===== config.mk =====
export PLATFORM = sky130hd
export DESIGN_NAME = axi4_safety_timeout_guard_flat
export DESIGN_NICKNAME = d
export VERILOG_FILES = /design/src/rtl/axi4_safety_timeout_guard_pkg.sv /design/src/rtl/axi4_safety_timeout_guard_if.sv /design/src/rtl/axi4_safety_timeout_guard_timer.sv /design/src/rtl/axi4_safety_timeout_guard.sv /design/src/flat_wrapper.sv
export SDC_FILE = /design/constraint.sdc
export NUM_CORES = 1
export LEC_CHECK = 0
export ABC_AREA = 1
export CAP_MARGIN = 40
export CORE_AREA = 2 2 150 152
export CTS_BUF_LIST = sky130_fd_sc_hd__clkbuf_16
export CTS_CLUSTER_DIAMETER = 40
export DETAILED_ROUTE_END_ITERATION = 16
export DIE_AREA = 0 0 152 154
export PLACE_DENSITY = 0.81
export SLEW_MARGIN = 20
export SYNTH_ARGS = -nofsm -noshare
export SYNTH_HDL_FRONTEND = slang
export SYNTH_HIERARCHICAL = 1
export SYNTH_SLANG_ARGS = --single-unit

===== constraint.sdc =====
create_clock -name clk -period 2.25 [get_ports clk]
set_clock_uncertainty 0.15 [all_clocks]
set_input_delay 0.3375 -clock clk [delete_from_list [all_inputs] [get_ports clk]]
set_output_delay 0.3375 -clock clk [all_outputs]
set_load 0.01 [all_outputs]

===== src/rtl/axi4_safety_timeout_guard_pkg.sv =====
// Shared types and constants for the AXI4 safety timeout guard.
// The guard watches a single downstream slave port and fences it off if the slave stops making progress.
package axi4_safety_pkg;

    localparam logic [1:0] RESP_OKAY   = 2'b00;
    localparam logic [1:0] RESP_SLVERR = 2'b10;

    localparam int TIMER_W = 16;

    typedef logic [1:0] axi_burst_t;
    typedef logic [2:0] axi_size_t;

    typedef enum logic [2:0] {
        W_IDLE  = 3'd0,
        W_ADDR  = 3'd1,
        W_DATA  = 3'd2,
        W_RESP  = 3'd3,
        W_DRAIN = 3'd4,
        W_ERR   = 3'd5
    } wr_state_e;

    typedef enum logic [1:0] {
        R_IDLE = 2'd0,
        R_ADDR = 2'd1,
        R_DATA = 2'd2,
        R_ERR  = 2'd3
    } rd_state_e;

endpackage


===== src/rtl/axi4_safety_timeout_guard_if.sv =====
// AXI4 channel bundle used on both sides of the guard. On every channel a beat transfers on a rising
// clock edge where valid and ready are both high; valid never waits for ready, and payload is held stable while valid is high.
interface axi4_safety_timeout_guard_if #(
    parameter int ID_WIDTH   = 4,
    parameter int ADDR_WIDTH = 32,
    parameter int DATA_WIDTH = 32
);
    import axi4_safety_pkg::*;

    logic                    awvalid;
    logic                    awready;
    logic [ID_WIDTH-1:0]     awid;
    logic [ADDR_WIDTH-1:0]   awaddr;
    logic [7:0]              awlen;
    axi_size_t               awsize;
    axi_burst_t              awburst;

    logic                    wvalid;
    logic                    wready;
    logic [DATA_WIDTH-1:0]   wdata;
    logic [DATA_WIDTH/8-1:0] wstrb;
    logic                    wlast;

    logic                    bvalid;
    logic                    bready;
    logic [ID_WIDTH-1:0]     bid;
    logic [1:0]              bresp;

    logic                    arvalid;
    logic                    arready;
    logic [ID_WIDTH-1:0]     arid;
    logic [ADDR_WIDTH-1:0]   araddr;
    logic [7:0]              arlen;
    axi_size_t               arsize;
    axi_burst_t              arburst;

    logic                    rvalid;
    logic                    rready;
    logic [ID_WIDTH-1:0]     rid;
    logic [DATA_WIDTH-1:0]   rdata;
    logic [1:0]              rresp;
    logic                    rlast;

    modport master (
        output awvalid, awid, awaddr, awlen, awsize, awburst,
        input  awready,
        output wvalid, wdata, wstrb, wlast,
        input  wready,
        input  bvalid, bid, bresp,
        output bready,
        output arvalid, arid, araddr, arlen, arsize, arburst,
        input  arready,
        input  rvalid, rid, rdata, rresp, rlast,
        output rready
    );

    modport slave (
        input  awvalid, awid, awaddr, awlen, awsize, awburst,
        output awready,
        input  wvalid, wdata, wstrb, wlast,
        output wready,
        output bvalid, bid, bresp,
        input  bready,
        input  arvalid, arid, araddr, arlen, arsize, arburst,
        output arready,
        output rvalid, rid, rdata, rresp, rlast,
        input  rready
    );

endinterface


===== src/rtl/axi4_safety_timeout_guard_timer.sv =====
// Saturating idle-cycle counter for one guard path.
// Clear has priority over enable, so a handshake on the expiry cycle restarts the count from zero.
module axi4_guard_timer
    import axi4_safety_pkg::*;
#(
    parameter int TIMEOUT_CYCLES = 256
) (
    input  logic clk,
    input  logic rst,
    input  logic clear_i,
    input  logic enable_i,
    output logic expired_o
);

    localparam logic [TIMER_W-1:0] LIMIT = TIMER_W'(TIMEOUT_CYCLES);

    logic [TIMER_W-1:0] count_q;
    logic [TIMER_W-1:0] count_d;

    always_comb begin
        count_d = count_q;
        if (clear_i) begin
            count_d = '0;
        end else if (enable_i && (count_q != '1)) begin
            count_d = count_q + TIMER_W'(1);
        end
    end

    always_ff @(posedge clk) begin
        if (rst) begin
            count_q <= '0;
        end else begin
            count_q <= count_d;
        end
    end

    assign expired_o = (count_q >= LIMIT);

endmodule


===== src/rtl/axi4_safety_timeout_guard.sv =====
// Per-port AXI4 guard: forwards one write and one read at a time, and on a slave stall completes the
// transaction upstream with SLVERR, then fences the slave and answers everything locally until reset.
module axi4_safety_timeout_guard
    import axi4_safety_pkg::*;
#(
    parameter int ID_WIDTH       = 4,
    parameter int ADDR_WIDTH     = 32,
    parameter int DATA_WIDTH     = 32,
    parameter int TIMEOUT_CYCLES = 256
) (
    input  logic                              clk,
    input  logic                              rst,
    axi4_safety_timeout_guard_if.slave        s_axi,
    axi4_safety_timeout_guard_if.master       m_axi,
    output logic                              fence,
    output logic                              wr_timeout,
    output logic                              rd_timeout,
    output wr_state_e                         dbg_wr_state_o,
    output rd_state_e                         dbg_rd_state_o
);

    localparam logic [DATA_WIDTH-1:0] ERR_DATA = '0;

    wr_state_e             wr_state_q, wr_state_d;
    rd_state_e             rd_state_q, rd_state_d;
    logic                  fence_q, fence_d;
    logic [7:0]            beat_cnt_q, beat_cnt_d;

    logic [ID_WIDTH-1:0]   aw_id_q;
    logic [ADDR_WIDTH-1:0] aw_addr_q;
    logic [7:0]            aw_len_q;
    axi_size_t             aw_size_q;
    axi_burst_t            aw_burst_q;

    logic [ID_WIDTH-1:0]   ar_id_q;
    logic [ADDR_WIDTH-1:0] ar_addr_q;
    logic [7:0]            ar_len_q;
    axi_size_t             ar_size_q;
    axi_burst_t            ar_burst_q;

    logic wr_tmr_clear, wr_tmr_en, wr_expired, wr_to_evt;
    logic rd_tmr_clear, rd_tmr_en, rd_expired, rd_to_evt;
    logic s_aw_hs, s_ar_hs, s_r_hs;

    axi4_guard_timer #(.TIMEOUT_CYCLES(TIMEOUT_CYCLES)) u_wr_timer (
        .clk       (clk),
        .rst       (rst),
        .clear_i   (wr_tmr_clear),
        .enable_i  (wr_tmr_en),
        .expired_o (wr_expired)
    );

    axi4_guard_timer #(.TIMEOUT_CYCLES(TIMEOUT_CYCLES)) u_rd_timer (
        .clk       (clk),
        .rst       (rst),
        .clear_i   (rd_tmr_clear),
        .enable_i  (rd_tmr_en),
        .expired_o (rd_expired)
    );

    // Downstream request channels are replayed from the latch, data rides straight through.
    assign m_axi.awid    = aw_id_q;
    assign m_axi.awaddr  = aw_addr_q;
    assign m_axi.awlen   = aw_len_q;
    assign m_axi.awsize  = aw_size_q;
    assign m_axi.awburst = aw_burst_q;
    assign m_axi.wdata   = s_axi.wdata;
    assign m_axi.wstrb   = s_axi.wstrb;
    assign m_axi.wlast   = s_axi.wlast;
    assign m_axi.arid    = ar_id_q;
    assign m_axi.araddr  = ar_addr_q;
    assign m_axi.arlen   = ar_len_q;
    assign m_axi.arsize  = ar_size_q;
    assign m_axi.arburst = ar_burst_q;

    assign s_aw_hs = s_axi.awvalid && s_axi.awready;
    assign s_ar_hs = s_axi.arvalid && s_axi.arready;
    assign s_r_hs  = s_axi.rvalid && s_axi.rready;

    // Write path. A stalled W channel upstream does not age the timer; everything else waiting on the slave does.
    always_comb begin
        wr_state_d    = wr_state_q;
        wr_tmr_clear  = 1'b0;
        wr_tmr_en     = 1'b0;
        wr_to_evt     = 1'b0;
        s_axi.awready = 1'b0;
        m_axi.awvalid = 1'b0;
        s_axi.wready  = 1'b0;
        m_axi.wvalid  = 1'b0;
        s_axi.bvalid  = 1'b0;
        s_axi.bid     = aw_id_q;
        s_axi.bresp   = RESP_SLVERR;
        m_axi.bready  = fence_q;
        if (!rst) begin
            case (wr_state_q)
                W_IDLE: begin
                    s_axi.awready = 1'b1;
                    if (s_axi.awvalid) begin
                        wr_tmr_clear = 1'b1;
                        wr_state_d   = fence_q ? W_DRAIN : W_ADDR;
                    end
                end
                W_ADDR: begin
                    m_axi.awvalid = !fence_q;
                    wr_tmr_en     = 1'b1;
                    if (fence_q) begin
                        wr_state_d = W_DRAIN;
                    end else if (m_axi.awready) begin
                        wr_tmr_clear = 1'b1;
                        wr_state_d   = W_DATA;
                    end else if (wr_expired) begin
                        wr_to_evt  = 1'b1;
                        wr_state_d = W_DRAIN;
                    end
                end
                W_DATA: begin
                    m_axi.wvalid = s_axi.wvalid && !fence_q;
                    s_axi.wready = m_axi.wready && !fence_q;
                    wr_tmr_en    = s_axi.wvalid;
                    if (fence_q) begin
                        wr_state_d = W_DRAIN;
                    end else if (s_axi.wvalid && m_axi.wready) begin
                        wr_tmr_clear = 1'b1;
                        if (s_axi.wlast) begin
                            wr_state_d = W_RESP;
                        end
                    end else if (wr_expired) begin
                        wr_to_evt  = 1'b1;
                        wr_state_d = W_DRAIN;
                    end
                end
                W_RESP: begin
                    s_axi.bvalid = m_axi.bvalid && !fence_q;
                    s_axi.bid    = m_axi.bid;
                    s_axi.bresp  = m_axi.bresp;
                    m_axi.bready = fence_q || s_axi.bready;
                    wr_tmr_en    = 1'b1;
                    if (fence_q) begin
                        wr_state_d = W_ERR;
                    end else if (m_axi.bvalid && s_axi.bready) begin
                        wr_tmr_clear = 1'b1;
                        wr_state_d   = W_IDLE;
                    end else if (wr_expired) begin
                        wr_to_evt  = 1'b1;
                        wr_state_d = W_ERR;
                    end
                end
                W_DRAIN: begin
                    s_axi.wready = 1'b1;
                    if (s_axi.wvalid && s_axi.wlast) begin
                        wr_state_d = W_ERR;
                    end
                end
                W_ERR: begin
                    s_axi.bvalid = 1'b1;
                    if (s_axi.bready) begin
                        wr_state_d = W_IDLE;
                    end
                end
                default: wr_state_d = W_IDLE;
            endcase
        end
    end

    // Read path. The error burst length comes from the shared beat counter, so only the missing beats are sent.
    always_comb begin
        rd_state_d    = rd_state_q;
        rd_tmr_clear  = 1'b0;
        rd_tmr_en     = 1'b0;
        rd_to_evt     = 1'b0;
        s_axi.arready = 1'b0;
        m_axi.arvalid = 1'b0;
        s_axi.rvalid  = 1'b0;
        s_axi.rid     = ar_id_q;
        s_axi.rdata   = ERR_DATA;
        s_axi.rresp   = RESP_SLVERR;
        s_axi.rlast   = 1'b0;
        m_axi.rready  = fence_q;
        if (!rst) begin
            case (rd_state_q)
                R_IDLE: begin
                    s_axi.arready = 1'b1;
                    if (s_axi.arvalid) begin
                        rd_tmr_clear = 1'b1;
                        rd_state_d   = fence_q ? R_ERR : R_ADDR;
                    end
                end
                R_ADDR: begin
                    m_axi.arvalid = !fence_q;
                    rd_tmr_en     = 1'b1;
                    if (fence_q) begin
                        rd_state_d = R_ERR;
                    end else if (m_axi.arready) begin
                        rd_tmr_clear = 1'b1;
                        rd_state_d   = R_DATA;
                    end else if (rd_expired) begin
                        rd_to_evt  = 1'b1;
                        rd_state_d = R_ERR;
                    end
                end
                R_DATA: begin
                    s_axi.rvalid = m_axi.rvalid && !fence_q;
                    s_axi.rid    = m_axi.rid;
                    s_axi.rdata  = m_axi.rdata;
                    s_axi.rresp  = m_axi.rresp;
                    s_axi.rlast  = m_axi.rlast;
                    m_axi.rready = fence_q || s_axi.rready;
                    rd_tmr_en    = 1'b1;
                    if (fence_q) begin
                        rd_state_d = R_ERR;
                    end else if (m_axi.rvalid && s_axi.rready) begin
                        rd_tmr_clear = 1'b1;
                        if (m_axi.rlast) begin
                            rd_state_d = R_IDLE;
                        end
                    end else if (rd_expired) begin
                        rd_to_evt  = 1'b1;
                        rd_state_d = R_ERR;
                    end
                end
                R_ERR: begin
                    s_axi.rvalid = 1'b1;
                    s_axi.rlast  = (beat_cnt_q == ar_len_q);
                    if (s_axi.rready && (beat_cnt_q == ar_len_q)) begin
                        rd_state_d = R_IDLE;
                    end
                end
                default: rd_state_d = R_IDLE;
            endcase
        end
    end

    always_comb begin
        fence_d    = fence_q || wr_to_evt || rd_to_evt;
        beat_cnt_d = beat_cnt_q;
        if (s_ar_hs) begin
            beat_cnt_d = '0;
        end else if (s_r_hs) begin
            beat_cnt_d = beat_cnt_q + 8'd1;
        end
    end

    always_ff @(posedge clk) begin
        if (rst) begin
            wr_state_q <= W_IDLE;
            rd_state_q <= R_IDLE;
            fence_q    <= 1'b0;
            beat_cnt_q <= '0;
            aw_id_q    <= '0;
            aw_addr_q  <= '0;
            aw_len_q   <= '0;
            aw_size_q  <= '0;
            aw_burst_q <= '0;
            ar_id_q    <= '0;
            ar_addr_q  <= '0;
            ar_len_q   <= '0;
            ar_size_q  <= '0;
            ar_burst_q <= '0;
        end else begin
            wr_state_q <= wr_state_d;
            rd_state_q <= rd_state_d;
            fence_q    <= fence_d;
            beat_cnt_q <= beat_cnt_d;
            if (s_aw_hs) begin
                aw_id_q    <= s_axi.awid;
                aw_addr_q  <= s_axi.awaddr;
                aw_len_q   <= s_axi.awlen;
                aw_size_q  <= s_axi.awsize;
                aw_burst_q <= s_axi.awburst;
            end
            if (s_ar_hs) begin
                ar_id_q    <= s_axi.arid;
                ar_addr_q  <= s_axi.araddr;
                ar_len_q   <= s_axi.arlen;
                ar_size_q  <= s_axi.arsize;
                ar_burst_q <= s_axi.arburst;
            end
        end
    end

    assign fence          = fence_q;
    assign wr_timeout     = wr_to_evt;
    assign rd_timeout     = rd_to_evt;
    assign dbg_wr_state_o = wr_state_q;
    assign dbg_rd_state_o = rd_state_q;

endmodule

===== src/flat_wrapper.sv =====
// flat-port wrapper written by rule: the top's interface ports become plain ports
module axi4_safety_timeout_guard_flat import axi4_safety_pkg::*;
#(
    parameter int ID_WIDTH       = 4,
    parameter int ADDR_WIDTH     = 32,
    parameter int DATA_WIDTH     = 32,
    parameter int TIMEOUT_CYCLES = 256
)
  (clk, rst, fence, wr_timeout, rd_timeout, dbg_wr_state_o, dbg_rd_state_o, s_axi_awvalid, s_axi_awid, s_axi_awaddr, s_axi_awlen, s_axi_awsize, s_axi_awburst, s_axi_awready, s_axi_wvalid, s_axi_wdata, s_axi_wstrb, s_axi_wlast, s_axi_wready, s_axi_bvalid, s_axi_bid, s_axi_bresp, s_axi_bready, s_axi_arvalid, s_axi_arid, s_axi_araddr, s_axi_arlen, s_axi_arsize, s_axi_arburst, s_axi_arready, s_axi_rvalid, s_axi_rid, s_axi_rdata, s_axi_rresp, s_axi_rlast, s_axi_rready, m_axi_awvalid, m_axi_awid, m_axi_awaddr, m_axi_awlen, m_axi_awsize, m_axi_awburst, m_axi_awready, m_axi_wvalid, m_axi_wdata, m_axi_wstrb, m_axi_wlast, m_axi_wready, m_axi_bvalid, m_axi_bid, m_axi_bresp, m_axi_bready, m_axi_arvalid, m_axi_arid, m_axi_araddr, m_axi_arlen, m_axi_arsize, m_axi_arburst, m_axi_arready, m_axi_rvalid, m_axi_rid, m_axi_rdata, m_axi_rresp, m_axi_rlast, m_axi_rready);
  axi4_safety_timeout_guard_if #(.ID_WIDTH(ID_WIDTH), .ADDR_WIDTH(ADDR_WIDTH), .DATA_WIDTH(DATA_WIDTH)) s_axi_i ();
  axi4_safety_timeout_guard_if #(.ID_WIDTH(ID_WIDTH), .ADDR_WIDTH(ADDR_WIDTH), .DATA_WIDTH(DATA_WIDTH)) m_axi_i ();
  input  logic clk;
  input  logic rst;
  output logic fence;
  output logic wr_timeout;
  output logic rd_timeout;
  output wr_state_e dbg_wr_state_o;
  output rd_state_e dbg_rd_state_o;
  input wire logic [$bits(s_axi_i.awvalid)-1:0] s_axi_awvalid;
  input wire logic [$bits(s_axi_i.awid)-1:0] s_axi_awid;
  input wire logic [$bits(s_axi_i.awaddr)-1:0] s_axi_awaddr;
  input wire logic [$bits(s_axi_i.awlen)-1:0] s_axi_awlen;
  input wire logic [$bits(s_axi_i.awsize)-1:0] s_axi_awsize;
  input wire logic [$bits(s_axi_i.awburst)-1:0] s_axi_awburst;
  output wire logic [$bits(s_axi_i.awready)-1:0] s_axi_awready;
  input wire logic [$bits(s_axi_i.wvalid)-1:0] s_axi_wvalid;
  input wire logic [$bits(s_axi_i.wdata)-1:0] s_axi_wdata;
  input wire logic [$bits(s_axi_i.wstrb)-1:0] s_axi_wstrb;
  input wire logic [$bits(s_axi_i.wlast)-1:0] s_axi_wlast;
  output wire logic [$bits(s_axi_i.wready)-1:0] s_axi_wready;
  output wire logic [$bits(s_axi_i.bvalid)-1:0] s_axi_bvalid;
  output wire logic [$bits(s_axi_i.bid)-1:0] s_axi_bid;
  output wire logic [$bits(s_axi_i.bresp)-1:0] s_axi_bresp;
  input wire logic [$bits(s_axi_i.bready)-1:0] s_axi_bready;
  input wire logic [$bits(s_axi_i.arvalid)-1:0] s_axi_arvalid;
  input wire logic [$bits(s_axi_i.arid)-1:0] s_axi_arid;
  input wire logic [$bits(s_axi_i.araddr)-1:0] s_axi_araddr;
  input wire logic [$bits(s_axi_i.arlen)-1:0] s_axi_arlen;
  input wire logic [$bits(s_axi_i.arsize)-1:0] s_axi_arsize;
  input wire logic [$bits(s_axi_i.arburst)-1:0] s_axi_arburst;
  output wire logic [$bits(s_axi_i.arready)-1:0] s_axi_arready;
  output wire logic [$bits(s_axi_i.rvalid)-1:0] s_axi_rvalid;
  output wire logic [$bits(s_axi_i.rid)-1:0] s_axi_rid;
  output wire logic [$bits(s_axi_i.rdata)-1:0] s_axi_rdata;
  output wire logic [$bits(s_axi_i.rresp)-1:0] s_axi_rresp;
  output wire logic [$bits(s_axi_i.rlast)-1:0] s_axi_rlast;
  input wire logic [$bits(s_axi_i.rready)-1:0] s_axi_rready;
  output wire logic [$bits(m_axi_i.awvalid)-1:0] m_axi_awvalid;
  output wire logic [$bits(m_axi_i.awid)-1:0] m_axi_awid;
  output wire logic [$bits(m_axi_i.awaddr)-1:0] m_axi_awaddr;
  output wire logic [$bits(m_axi_i.awlen)-1:0] m_axi_awlen;
  output wire logic [$bits(m_axi_i.awsize)-1:0] m_axi_awsize;
  output wire logic [$bits(m_axi_i.awburst)-1:0] m_axi_awburst;
  input wire logic [$bits(m_axi_i.awready)-1:0] m_axi_awready;
  output wire logic [$bits(m_axi_i.wvalid)-1:0] m_axi_wvalid;
  output wire logic [$bits(m_axi_i.wdata)-1:0] m_axi_wdata;
  output wire logic [$bits(m_axi_i.wstrb)-1:0] m_axi_wstrb;
  output wire logic [$bits(m_axi_i.wlast)-1:0] m_axi_wlast;
  input wire logic [$bits(m_axi_i.wready)-1:0] m_axi_wready;
  input wire logic [$bits(m_axi_i.bvalid)-1:0] m_axi_bvalid;
  input wire logic [$bits(m_axi_i.bid)-1:0] m_axi_bid;
  input wire logic [$bits(m_axi_i.bresp)-1:0] m_axi_bresp;
  output wire logic [$bits(m_axi_i.bready)-1:0] m_axi_bready;
  output wire logic [$bits(m_axi_i.arvalid)-1:0] m_axi_arvalid;
  output wire logic [$bits(m_axi_i.arid)-1:0] m_axi_arid;
  output wire logic [$bits(m_axi_i.araddr)-1:0] m_axi_araddr;
  output wire logic [$bits(m_axi_i.arlen)-1:0] m_axi_arlen;
  output wire logic [$bits(m_axi_i.arsize)-1:0] m_axi_arsize;
  output wire logic [$bits(m_axi_i.arburst)-1:0] m_axi_arburst;
  input wire logic [$bits(m_axi_i.arready)-1:0] m_axi_arready;
  input wire logic [$bits(m_axi_i.rvalid)-1:0] m_axi_rvalid;
  input wire logic [$bits(m_axi_i.rid)-1:0] m_axi_rid;
  input wire logic [$bits(m_axi_i.rdata)-1:0] m_axi_rdata;
  input wire logic [$bits(m_axi_i.rresp)-1:0] m_axi_rresp;
  input wire logic [$bits(m_axi_i.rlast)-1:0] m_axi_rlast;
  output wire logic [$bits(m_axi_i.rready)-1:0] m_axi_rready;
  assign s_axi_i.awvalid = s_axi_awvalid;
  assign s_axi_i.awid = s_axi_awid;
  assign s_axi_i.awaddr = s_axi_awaddr;
  assign s_axi_i.awlen = s_axi_awlen;
  assign s_axi_i.awsize = s_axi_awsize;
  assign s_axi_i.awburst = s_axi_awburst;
  assign s_axi_awready = s_axi_i.awready;
  assign s_axi_i.wvalid = s_axi_wvalid;
  assign s_axi_i.wdata = s_axi_wdata;
  assign s_axi_i.wstrb = s_axi_wstrb;
  assign s_axi_i.wlast = s_axi_wlast;
  assign s_axi_wready = s_axi_i.wready;
  assign s_axi_bvalid = s_axi_i.bvalid;
  assign s_axi_bid = s_axi_i.bid;
  assign s_axi_bresp = s_axi_i.bresp;
  assign s_axi_i.bready = s_axi_bready;
  assign s_axi_i.arvalid = s_axi_arvalid;
  assign s_axi_i.arid = s_axi_arid;
  assign s_axi_i.araddr = s_axi_araddr;
  assign s_axi_i.arlen = s_axi_arlen;
  assign s_axi_i.arsize = s_axi_arsize;
  assign s_axi_i.arburst = s_axi_arburst;
  assign s_axi_arready = s_axi_i.arready;
  assign s_axi_rvalid = s_axi_i.rvalid;
  assign s_axi_rid = s_axi_i.rid;
  assign s_axi_rdata = s_axi_i.rdata;
  assign s_axi_rresp = s_axi_i.rresp;
  assign s_axi_rlast = s_axi_i.rlast;
  assign s_axi_i.rready = s_axi_rready;
  assign m_axi_awvalid = m_axi_i.awvalid;
  assign m_axi_awid = m_axi_i.awid;
  assign m_axi_awaddr = m_axi_i.awaddr;
  assign m_axi_awlen = m_axi_i.awlen;
  assign m_axi_awsize = m_axi_i.awsize;
  assign m_axi_awburst = m_axi_i.awburst;
  assign m_axi_i.awready = m_axi_awready;
  assign m_axi_wvalid = m_axi_i.wvalid;
  assign m_axi_wdata = m_axi_i.wdata;
  assign m_axi_wstrb = m_axi_i.wstrb;
  assign m_axi_wlast = m_axi_i.wlast;
  assign m_axi_i.wready = m_axi_wready;
  assign m_axi_i.bvalid = m_axi_bvalid;
  assign m_axi_i.bid = m_axi_bid;
  assign m_axi_i.bresp = m_axi_bresp;
  assign m_axi_bready = m_axi_i.bready;
  assign m_axi_arvalid = m_axi_i.arvalid;
  assign m_axi_arid = m_axi_i.arid;
  assign m_axi_araddr = m_axi_i.araddr;
  assign m_axi_arlen = m_axi_i.arlen;
  assign m_axi_arsize = m_axi_i.arsize;
  assign m_axi_arburst = m_axi_i.arburst;
  assign m_axi_i.arready = m_axi_arready;
  assign m_axi_i.rvalid = m_axi_rvalid;
  assign m_axi_i.rid = m_axi_rid;
  assign m_axi_i.rdata = m_axi_rdata;
  assign m_axi_i.rresp = m_axi_rresp;
  assign m_axi_i.rlast = m_axi_rlast;
  assign m_axi_rready = m_axi_i.rready;
  axi4_safety_timeout_guard #(.ID_WIDTH(ID_WIDTH), .ADDR_WIDTH(ADDR_WIDTH), .DATA_WIDTH(DATA_WIDTH), .TIMEOUT_CYCLES(TIMEOUT_CYCLES)) u_core (.clk(clk), .rst(rst), .s_axi(s_axi_i), .m_axi(m_axi_i), .fence(fence), .wr_timeout(wr_timeout), .rd_timeout(rd_timeout), .dbg_wr_state_o(dbg_wr_state_o), .dbg_rd_state_o(dbg_rd_state_o));
endmodule

# Word level (Yosys, flattened, before mapping)
# Cells that the tools add are included.
dict set report op_classes {
  n_addsub 3
  multipliers 0
  n_div 0
  magnitude_cmp 2
  eq_ne 19
  n_shift 0
  mux 92
  bitwise_logic 0
  n_reduce_logical 28
}
# op count
set ops {}
lappend ops {{$mux W32} 2}
lappend ops {{$mux W1} 49}
lappend ops {{$mux W3} 13}
lappend ops {{$add A16 B1 Y16 const B} 2}
lappend ops {{$ge A16 B9 Y1 const B} 2}
lappend ops {{$ne A16 B16 Y1 const B} 2}
lappend ops {{$mux W2} 13}
lappend ops {{$pmux W3 S6} 1}
lappend ops {{$mux W4} 4}
lappend ops {{$logic_and A1 B1 Y1} 14}
lappend ops {{$pmux W1 S2} 6}
lappend ops {{$reduce_or A2 Y1} 5}
lappend ops {{$add A8 B1 Y8 const B} 1}
lappend ops {{$eq A8 B8 Y1} 1}
lappend ops {{$ne A4 B3 Y1 const B} 2}
lappend ops {{$pmux W2 S4} 1}
lappend ops {{$eq A3 B2 Y1 const B} 2}
lappend ops {{$eq A3 B3 Y1 const B} 2}
lappend ops {{$ne A2 B2 Y1 const B} 3}
lappend ops {{$pmux W1 S3} 2}
lappend ops {{$reduce_and A5 Y1} 1}
lappend ops {{$eq A2 B2 Y1 const B} 2}
lappend ops {{$logic_or A1 B1 Y1} 4}
lappend ops {{$ne A2 B1 Y1 const B} 2}
lappend ops {{other kinds (8)} 8}
dict set report word_totals {
  register_bits 144
  latchBits 0
  mem_bits_rw 0
  mem_bits_ro 0
  input_bits 192
  out_inout_bits 198
  mem_count 0
}

# Longest topological paths before layout
# Gate-level depths: netlist (run 1).
dict set report logic_depth {
  word_depth 8
  depth_mapped 11
  depth_no_buf 11
}

# By module
# The synthesis (run 1) kept the hierarchy.
# module n_inst cells_per_inst area_each_um2 seq_area_each_um2
set modules_own_cells {}
lappend modules_own_cells {axi4_safety_timeout_guard 1 702 5303.8 2242.2}
lappend modules_own_cells {axi4_guard_timer 2 147 957.2 320.3}

# Least setup slack after synthesis (run 1)
# OpenSTA, ideal clock, no wires.
dict set report synth_timing {
  path_type {flip-flop to flip-flop}
  from {register u_core.rd_state_q[0], in the netlist u_core/dbg_rd_state_o[0]}
  to {register u_core.u_rd_timer.count_q[13]}
  arrival_ns 1.845
  t_required_ns 1.985
  setup_slack_ns 0.140
  stages_incl_launch_ff 12
  n_path_buf 0
  period_less_slack_ns 2.110
  path_cell_list {dfxtp_1 -> inv_1 -> ha_1 -> inv_1 -> nor2_1 -> inv_2 -> nor2_1 -> nand2_1 -> nor2_1 -> nand3_1 -> nand2_1 -> nor2_1}
}
dict set report synth_between {
  elab_chain_cells 5
  elab_cells_between_ends 10
  classes_between {eq/ne (2); mux (4); reduce/logical (4)}
}
# element line_no
set synth_rtl {}
lappend synth_rtl {{start: declaration} axi4_safety_timeout_guard.sv:25} ;# rd_state_e rd_state_q, rd_state_d;
lappend synth_rtl {{start signal: assignment} axi4_safety_timeout_guard.sv:261} ;# rd_state_q <= rd_state_d;
lappend synth_rtl {{$eq A2 B1 Y1 or $eq A2 B2 Y1 (tied branches)} axi4_safety_timeout_guard.sv:180} ;# case (rd_state_q)
lappend synth_rtl {{$reduce_or A2 Y1 (no line) (*)} -}
lappend synth_rtl {{$mux W1 (*)} axi4_safety_timeout_guard.sv:180}
lappend synth_rtl {{$mux W1 (*)} axi4_safety_timeout_guard.sv:179} ;# if (!rst) begin
lappend synth_rtl {{net u_core.rd_tmr_en} axi4_safety_timeout_guard.sv:42} ;# logic rd_tmr_clear, rd_tmr_en, rd_expired, rd_to_evt;
lappend synth_rtl {{$logic_and A1 B1 Y1 (*)} axi4_safety_timeout_guard_timer.sv:24} ;# end else if (enable_i && (count_q != '1)) begin
lappend synth_rtl {{end signal: assignment} axi4_safety_timeout_guard_timer.sv:33} ;# count_q <= count_d;
lappend synth_rtl {{end: declaration} axi4_safety_timeout_guard_timer.sv:17} ;# logic [TIMER_W-1:0] count_q;
# The timed path passes the listed nets; every way through them passes the cells marked *.
# A chain may end at the register's enable or synchronous reset.

# Worst setup path after layout (run 1)
dict set report layout_timing {
  from {register u_core.rd_state_q[0], in the netlist u_core/dbg_rd_state_o[0]}
  to {output port s_axi_rdata[25]}
}
dict set report layout_between {
  elab_chain_cells 3
}
# element line_no
set layout_rtl {}
lappend layout_rtl {{$eq A2 B2 Y1} axi4_safety_timeout_guard.sv:180}
lappend layout_rtl {{$mux W32} axi4_safety_timeout_guard.sv:180}
lappend layout_rtl {{$mux W32} axi4_safety_timeout_guard.sv:179}
lappend layout_rtl {{end: declaration} flat_wrapper.sv:44} ;# output wire logic [$bits(s_axi_i.rdata)-1:0] s_axi_rdata;
# No other way between the ends.

==> summary.md, run 1 <==
| Metric | Value |
|---|---|
| CTS H-Tree Depth | `4` |
| Area Overhead vs Synth | `54.6%` |
| Clk sink count | `144` |
| DR vias | `between 7,000 and 8,000` |
| Sequential element share of the synthesized area | `between 30 and 40%` |
| Relative slew slack | `63.4%` |
| Commonest non-fill, non-tap cell in the layout | `clkdlybuf4s50_1` |
| Final Setup Violations | `0` |
| Remaining DRCs | `0` |
| Final net count | `between 1,500 and 2,000` |
| Status | `finished clean` |
| Tmin final | `about 2200 ps` |
| Die Wd | `roughly 150 um` |
| Crit start category | `register` |
| Global-route wire length before repair | `between 30 and 40 mm` |
| CTS tree | `done` |
| Layout cells sized above 1 | `approximately 13%` |
| Floorplan Core Area | `approximately 22,000 um^2` |
| Hold Vio Cnt, Final | `0` |
| Clock Path Buffers | `2` |
| Die area | `23,400 um^2` |
| Clock latency on the worst-skew pair | `420 ps` |
| Post-DP Area | `10,600 um^2` |
| Data arrival, critical path | `approximately 1700 ps` |
| Synth Instances | `~1,000` |
| Buffers added on ports | `approximately 320` |
| Synth Cell Area | `7220 um^2` |
| Hold slack final | `about 230 ps` |
| Rows | `54` |
| Global-route congestion overflow total | `0` |
| Synthesis Warnings | `6` |
| Vias in the first global route | `~7,400` |
| Pwr dens | `814 nW/um^2` |
| Synth top area share | `39.9%` |
| Initial antenna violation count | `3` |
| CP max stage delay | `around 320 ps` |
| Fin area | `around 11,000 um^2` |
| I/O pins | `390` |
| Max-Cap Viols | `0` |
| Reg2Reg Launch Point | `u_core/dbg_rd_state_o[0]` |
| Pre-CTS setup slack | `-252 ps` |
| RSZ-0062 raised after global routing | `yes` |
| Post-DR vias/cell | `slightly below 5` |
| TritonRoute pass-1 iters | `5` |
| Clock transition at path regs | `60 ps` |
| Pin count of the biggest net entering global routing | `54` |
| Antenna Nets Post-Route | `0` |
| Max Transition Viols Final | `0` |
| Kind of critical path | `reg -> out` |
| Fin crit share | `96.6%` |
| Final std cells w/o fill | `1,595` |
| Slowest CP cell | `dfxtp_2` |
| Routed Wire Length | `~25 mm` |
| Commonest cells after routing, fill and taps aside | `clkdlybuf4s50_1 (259), nand2_1 (200), nor2_1 (188)` |
| CP Max Fanout | `15` |
| Die H | `154 um` |
| Max Clock Freq | `approximately 460 MHz` |
| HPWL Detailed | `18.9 mm` |
| Library cells used by synthesis | `43` |
| Worst hold start | `rst` |
| Synth Net Count | `1,198` |
| Synth top area cells | `dfxtp_1 (40%), nand2_1 (10%), nor2_1 (10%), a22o_1 (5.0%), buf_4 (4.3%)` |
| Root Buffer | `clkbuf_16` |
| CP Launch Point | `u_core/dbg_rd_state_o[0]` |
| Crit path max-delay family | `buffers and inverters` |
| TritonCTS Buffers | `17` |
| Syn Area/Cell | `7.25 um^2` |
| Leak pwr | `4.64 nW` |
| Gpl congestion | `0.894` |
| FF+latch count, synth | `around 140` |
| Cell count after placement | `1,555` |
| Hold-fix buffers at CTS | `0` |
| All-layer global routing usage | `a little over 20%` |
| Crit-path cells | `inv_2 -> ha_4 -> buf_4 -> bufbuf_16 -> nand2_1 -> nor2_1 -> buf_2` |
| Critical Path End Type | `output port` |
| Critical path buffers and inverters | `4` |
| Worst VDD drop | `0.000582 V` |
| CP Data Required Time | `between 1500 and 2000 ps` |
| Initial DRC Count | `483` |
| Initial Util | `approximately a third` |
| Setup TNS | `0 ps` |
| Final WS setup | `approximately 76 ps` |
| Top cell type by total area after synthesis | `dfxtp_1` |
| Tightest Hold Check Type | `in -> reg` |
| Worst slew pin tran | `around 550 ps` |
| WL/cell | `15.5 um` |
-- per-layer routing --
layer,track usage [%],vias up,part of all wire [%]
li1,-,3808,-
met2,35.5,294,50
met1,24.1,3534,41
met5,0,-,0.11
met3,6.51,44,6.1
met4,6.94,4,3.0
-- cell type report --
type	instances	area, um^2
Antenna cell	1	2.50
Inverter	74	293
Timing Repair Buffer	367	3490
Clock buffer	17	425
Multi-Input combinational cell	698	3580
Fill cell	2013	10500
Tap cell	280	350
Clock inverter	14	134
Sequential cell	144	2890
-- report_power, final --
part           switching (W)  internal, W
clock                0.00116      0.00154
combinational        0.00165      0.00159
sequential          0.000231      0.00292
-- per-stage QoR --
| stage | utilization (%) | total power (W) |
|---|---|---|
| 6_report | 51.5 | 0.00909 |
| 4_1_cts | 51.3 | 0.00915 |
| 5_1_grt | 51.5 | 0.00962 |
| 3_3_place_gp | 48.9 | 0.00630 |
| 3_5_place_dp | 48.9 | 0.00637 |
| 2_1_floorplan | - | 0.00480 |
-- worst paths after layout --
| check | to | slack, ps | cells after the start |
|---|---|---|---|
| hold reg to reg | u_core/m_axi.awaddr[9] | 310 | 2 |
| setup reg to reg | u_core/u_rd_timer/count_q[13] | 140 | 13 |
| hold / removal | u_core/fence | 230 | 3 |
| setup / recovery | s_axi_rdata[25] | 80 | 7 |
-- cells in the mapped netlist --
cell type and instances:
o22a_1 1, clkinv_1 1, clkbuf_1 17, a22o_1 41, ha_1 10, a31oi_1 1, or2_2 1, or2_1 1
buf_1 4, a41oi_2 1, a211oi_1 2, nor2_2 10, buf_2 12, clkinv_8 1, nand2_4 3, nand3b_1 2
nor2_1 193, nand4_1 10, o22ai_1 1, nor3_1 7, nand2_2 10, o21ai_0 28, a21oi_2 2, nand3_1 55
a21oi_1 45, o211ai_1 1, nor2_8 1, xor2_1 8, o21ai_4 3, nor2_4 9, nand3_2 2, nor4_1 5
xnor2_1 4, nand4_2 2, dfxtp_1 144, o21ai_1 38, nand2_1 200, o22ai_2 1, inv_2 6, buf_8 4
buf_6 2, buf_4 41, inv_1 66
-- flip-flops by register name, indices dropped and copies added, names as in the netlist --
| name | cells |
|---|---|
| u_core/u_wr_timer/count_q | 16 |
| u_core/u_rd_timer/count_q | 16 |
| u_core/m_axi.awburst | 2 |
| u_core/m_axi.arid | 4 |
| u_core/m_axi.arsize | 3 |
| u_core/m_axi.arlen | 8 |
| u_core/dbg_wr_state_o | 3 |
| u_core/m_axi.awaddr | 32 |
| u_core/dbg_rd_state_o | 2 |
| u_core/m_axi.araddr | 32 |
| u_core/fence | 1 |
| u_core/m_axi.arburst | 2 |
| u_core/m_axi.awid | 4 |
| u_core/m_axi.awsize | 3 |
| u_core/beat_cnt_q | 8 |
| u_core/m_axi.awlen | 8 |
-- worst reg2reg max path: cells and delay by family, from the launching register on --
family	cells	cell delay, ps
flops	1	330
simple gates	7	840
fa+ha+maj	1	240
buf+inv	5	440
-- what timing repair did --
action                     in CTS  in global routing
buffers inserted                2                  5
setup endpoints to repair      56                 45
pin swaps                       2                  4
gates cloned                    1                  0
gates resized for setup       125                 35
-- cells by family (layout without fill, tap and decap cells) --
family	Yosys count	in the layout	share of synthesized area, %
and+or+nand+nor	511	511	30.9
AOI/OAI and AO/OA	165	165	14.6
buffers and inverters	154	472	11.4
DFF	144	144	39.9
xor gates and xnor gates	12	12	1.46
adders and majority gates	10	10	1.73
other	0	1	0
Power figures use the tool's default switching activity.
==> inputs of run 2 (changes only) <==
--- a/config.mk
+++ b/config.mk
@@ -7,12 +7,12 @@
 export LEC_CHECK = 0
 export ABC_AREA = 1
 export CAP_MARGIN = 40
-export CORE_AREA = 2 2 150 152
+export CORE_AREA = 2 2 149 151
 export CTS_BUF_LIST = sky130_fd_sc_hd__clkbuf_16
 export CTS_CLUSTER_DIAMETER = 40
 export DETAILED_ROUTE_END_ITERATION = 16
-export DIE_AREA = 0 0 152 154
-export PLACE_DENSITY = 0.81
+export DIE_AREA = 0 0 151 153
+export PLACE_DENSITY = 0.85
 export SLEW_MARGIN = 20
 export SYNTH_ARGS = -nofsm -noshare
 export SYNTH_HDL_FRONTEND = slang
==> constraint.sdc (replaced) <==
create_clock -name clk -period 1.8 [get_ports clk]
set_clock_uncertainty 0.15 [all_clocks]
set_input_delay 0.27 -clock clk [delete_from_list [all_inputs] [get_ports clk]]
set_output_delay 0.27 -clock clk [all_outputs]
set_load 0.01 [all_outputs]
==> summary.md, run 2 (same netlist as run 1, synthesis figures left out) <==
| Metric | Value |
|---|---|
| Clock transition at path regs | `60 ps (about the same)` |
| Reg2Reg Setup Slack | `-140 ps (was 140 ps)` |
| Commonest cells after routing, fill and taps aside | `clkdlybuf4s50_1 (237), nor2_1 (155), nand2_1 (146) (was clkdlybuf4s50_1 (259), nand2_1 (200), nor2_1 (188))` |
| Global-route congestion overflow total | `0 (unchanged)` |
| RSZ-0062 raised after global routing | `yes (unchanged)` |
| Kind of critical path | `reg -> out (unchanged)` |
| Initial Util | `33.6% (was 33.3%)` |
| Relative slew slack | `61.6% (was 63.4%)` |
| Floorplan Core Area | `21,500 um^2 (was 21,700 um^2)` |
| All-layer global routing usage | `22.9% (was 20.5%)` |
| Highest routed layer | `met4 (was met5)` |
| Pwr dens | `1020 nW/um^2 (was 814 nW/um^2)` |
| Antenna Nets Post-Route | `0 (unchanged)` |
| Rows | `54 (unchanged)` |
| Clk sink count | `144 (unchanged)` |
| Cell count after placement | `1,627 (was 1,555)` |
| WL/cell | `16.9 um (was 15.5 um)` |
| Die H | `153 um (was 154 um)` |
| Hold endpoint | `u_core/dbg_rd_state_o[0] (was u_core/fence)` |
| Pin count of the biggest net entering global routing | `51 (was 54)` |
| DR vias | `8,411 (was 7,684)` |
| I/O pins | `390 (unchanged)` |
| Tmin final | `2150 ps` |
| Hold Vio Cnt, Final | `0 (unchanged)` |
| Final WS setup | `-346 ps (was 76.2 ps)` |
| Area Overhead vs Synth | `77.7% (was 54.6%)` |
| Die area | `23,100 um^2 (was 23,400 um^2)` |
| Vias in the first global route | `8,163 (was 7,350)` |
| CP Data Required Time | `1380 ps (was 1760 ps)` |
| Final net count | `1,604 (was 1,504)` |
| Reg2Reg Launch Point | `u_core/dbg_rd_state_o[0] (unchanged)` |
| Gpl congestion | `0.917 (was 0.894)` |
| Commonest non-fill, non-tap cell in the layout | `clkdlybuf4s50_1 (unchanged)` |
| Max Transition Viols Final | `0 (unchanged)` |
| HPWL Detailed | `19.6 mm (was 18.9 mm)` |
| Failing checks | `setup timing` |
| Layout cells sized above 1 | `31.1% (was 13.5%)` |
| Tightest Hold Check Type | `in -> reg (unchanged)` |
| Post-DR vias/cell | `4.97 (was 4.82)` |
| Global-route wire length before repair | `41.7 mm (was 38.7 mm)` |
| Status | `finished with violations (was finished clean)` |
| DR WL met2 | `14.8 mm (was 12.2 mm)` |
| Max-Cap Viols | `0 (unchanged)` |
| Initial DRC Count | `583 (was 483)` |
| Root Buffer | `clkbuf_16 (unchanged)` |
| Buffers added on ports | `317 (unchanged)` |
| Leak pwr | `5.54 nW (was 4.64 nW)` |
| R2r endpoint | `u_core/u_rd_timer/count_q[9] (was u_core/u_rd_timer/count_q[13])` |
| Post-Route M1 WL | `10.8 mm (was 10.2 mm)` |
| Remaining DRCs | `0 (unchanged)` |
| Met3 wire len | `2.12 mm (was 1.50 mm)` |
| Ant diodes | `0 (was 1)` |
| Worst slew pin tran | `577 ps (was 549 ps)` |
| Critical Path End Type | `output port (unchanged)` |
| Routed Wire Length | `28.7 mm (was 24.7 mm)` |
| Clock latency on the worst-skew pair | `420 ps (about the same)` |
| Clock Path Buffers | `2 (unchanged)` |
| Worst VDD drop | `0.000592 V (was 0.000582 V)` |
| Worst R2R Path Depth | `13 (unchanged)` |
| Crit start category | `register (unchanged)` |
| CP Max Fanout | `8 (was 15)` |
| Data arrival, critical path | `1730 ps (was 1690 ps)` |
| Final std cells w/o fill | `1,693 (was 1,595)` |
| Worst hold start | `rst (unchanged)` |
| Hold slack final | `181 ps (was 230 ps)` |
| Die Wd | `151 um (was 152 um)` |
| Pre-CTS setup slack | `-648 ps (was -252 ps)` |
| CTS H-Tree Depth | `4 (unchanged)` |
| TritonCTS Buffers | `17 (unchanged)` |
| Fin crit share | `119%` |
| CTS tree | `done (unchanged)` |
| Initial antenna violation count | `0 (was 3)` |
| Total Power | `0.0131 W (was 0.00909 W)` |
| Hold path depth | `5 (was 3)` |
| Final Setup Violations | `83 (was 0)` |
| Max Clock Freq | `~470 MHz` |
| TritonRoute pass-1 iters | `5 (unchanged)` |
| Setup TNS | `-13,550 ps (was 0 ps)` |
[run 2: how the worst max path moves through the flow]
stage	end	slack, ps	from	cells past startpoint
2_1_floorplan	u_core/u_rd_timer/count_q[8]	0.7	u_core/dbg_rd_state_o[0]	11
3_3_place_gp	rd_timeout	-620	s_axi_rready	7
3_5_place_dp	rd_timeout	-650	s_axi_rready	7
4_1_cts	rd_timeout	-350	u_core/dbg_rd_state_o[0]	8
5_1_grt	rd_timeout	-390	u_core/dbg_rd_state_o[0]	8
6_report	s_axi_rdata[23]	-350	u_core/dbg_rd_state_o[0]	8
[run 2: through the flow]
stage	instance area, um^2	utilization [%]
3_3_place_gp	11200	52.1
3_5_place_dp	11200	52.1
2_1_floorplan	7260	-
5_1_grt	12800	59.7
6_report	12800	59.7
4_1_cts	12200	56.6
[run 2: metal layers]
| layer | track usage (%) | up-vias |
|---|---|---|
| met3 | 6.54 | 61 |
| met5 | 0 | - |
| li1 | - | 4013 |
| met4 | 10.4 | 0 |
| met2 | 40.7 | 395 |
| met1 | 24.8 | 3942 |
[run 2: layout make-up]
cell class                      count  area [um^2]
Sequential cell                   144         2900
Fill cell                        1725         8660
Clock buffer                       17          425
Tap cell                          280          350
Clock inverter                     13          188
Inverter                           74          318
Multi-Input combinational cell    698         4200
Timing Repair Buffer              467         4440
[run 2: repair_timing]
item	in CTS	in global routing
gates cloned	5	2
resized for setup	377	154
endpoints found under the setup margin	131	130
pin swaps	20	54
hold buffers	0	0
buffers inserted	22	11
[run 2: report_power, final]
| part | leakage [nW] | internal [W] | switching [W] |
|---|---|---|---|
| registers | 1.18 | 0.00366 | 0.000324 |
| clock network | 0.294 | 0.00231 | 0.00146 |
| logic | 4.06 | 0.00271 | 0.00258 |
| total | 5.54 | 0.00869 | 0.00436 |
[run 2: worst max-delay path, cell delays in order, from the launching register on]
cell and delay, ps:
dfxtp_2 330, inv_2 80, ha_4 170, buf_12 130, buf_8 120, buf_16 140
nand2_2 50, nor2_2 120, buf_2 150
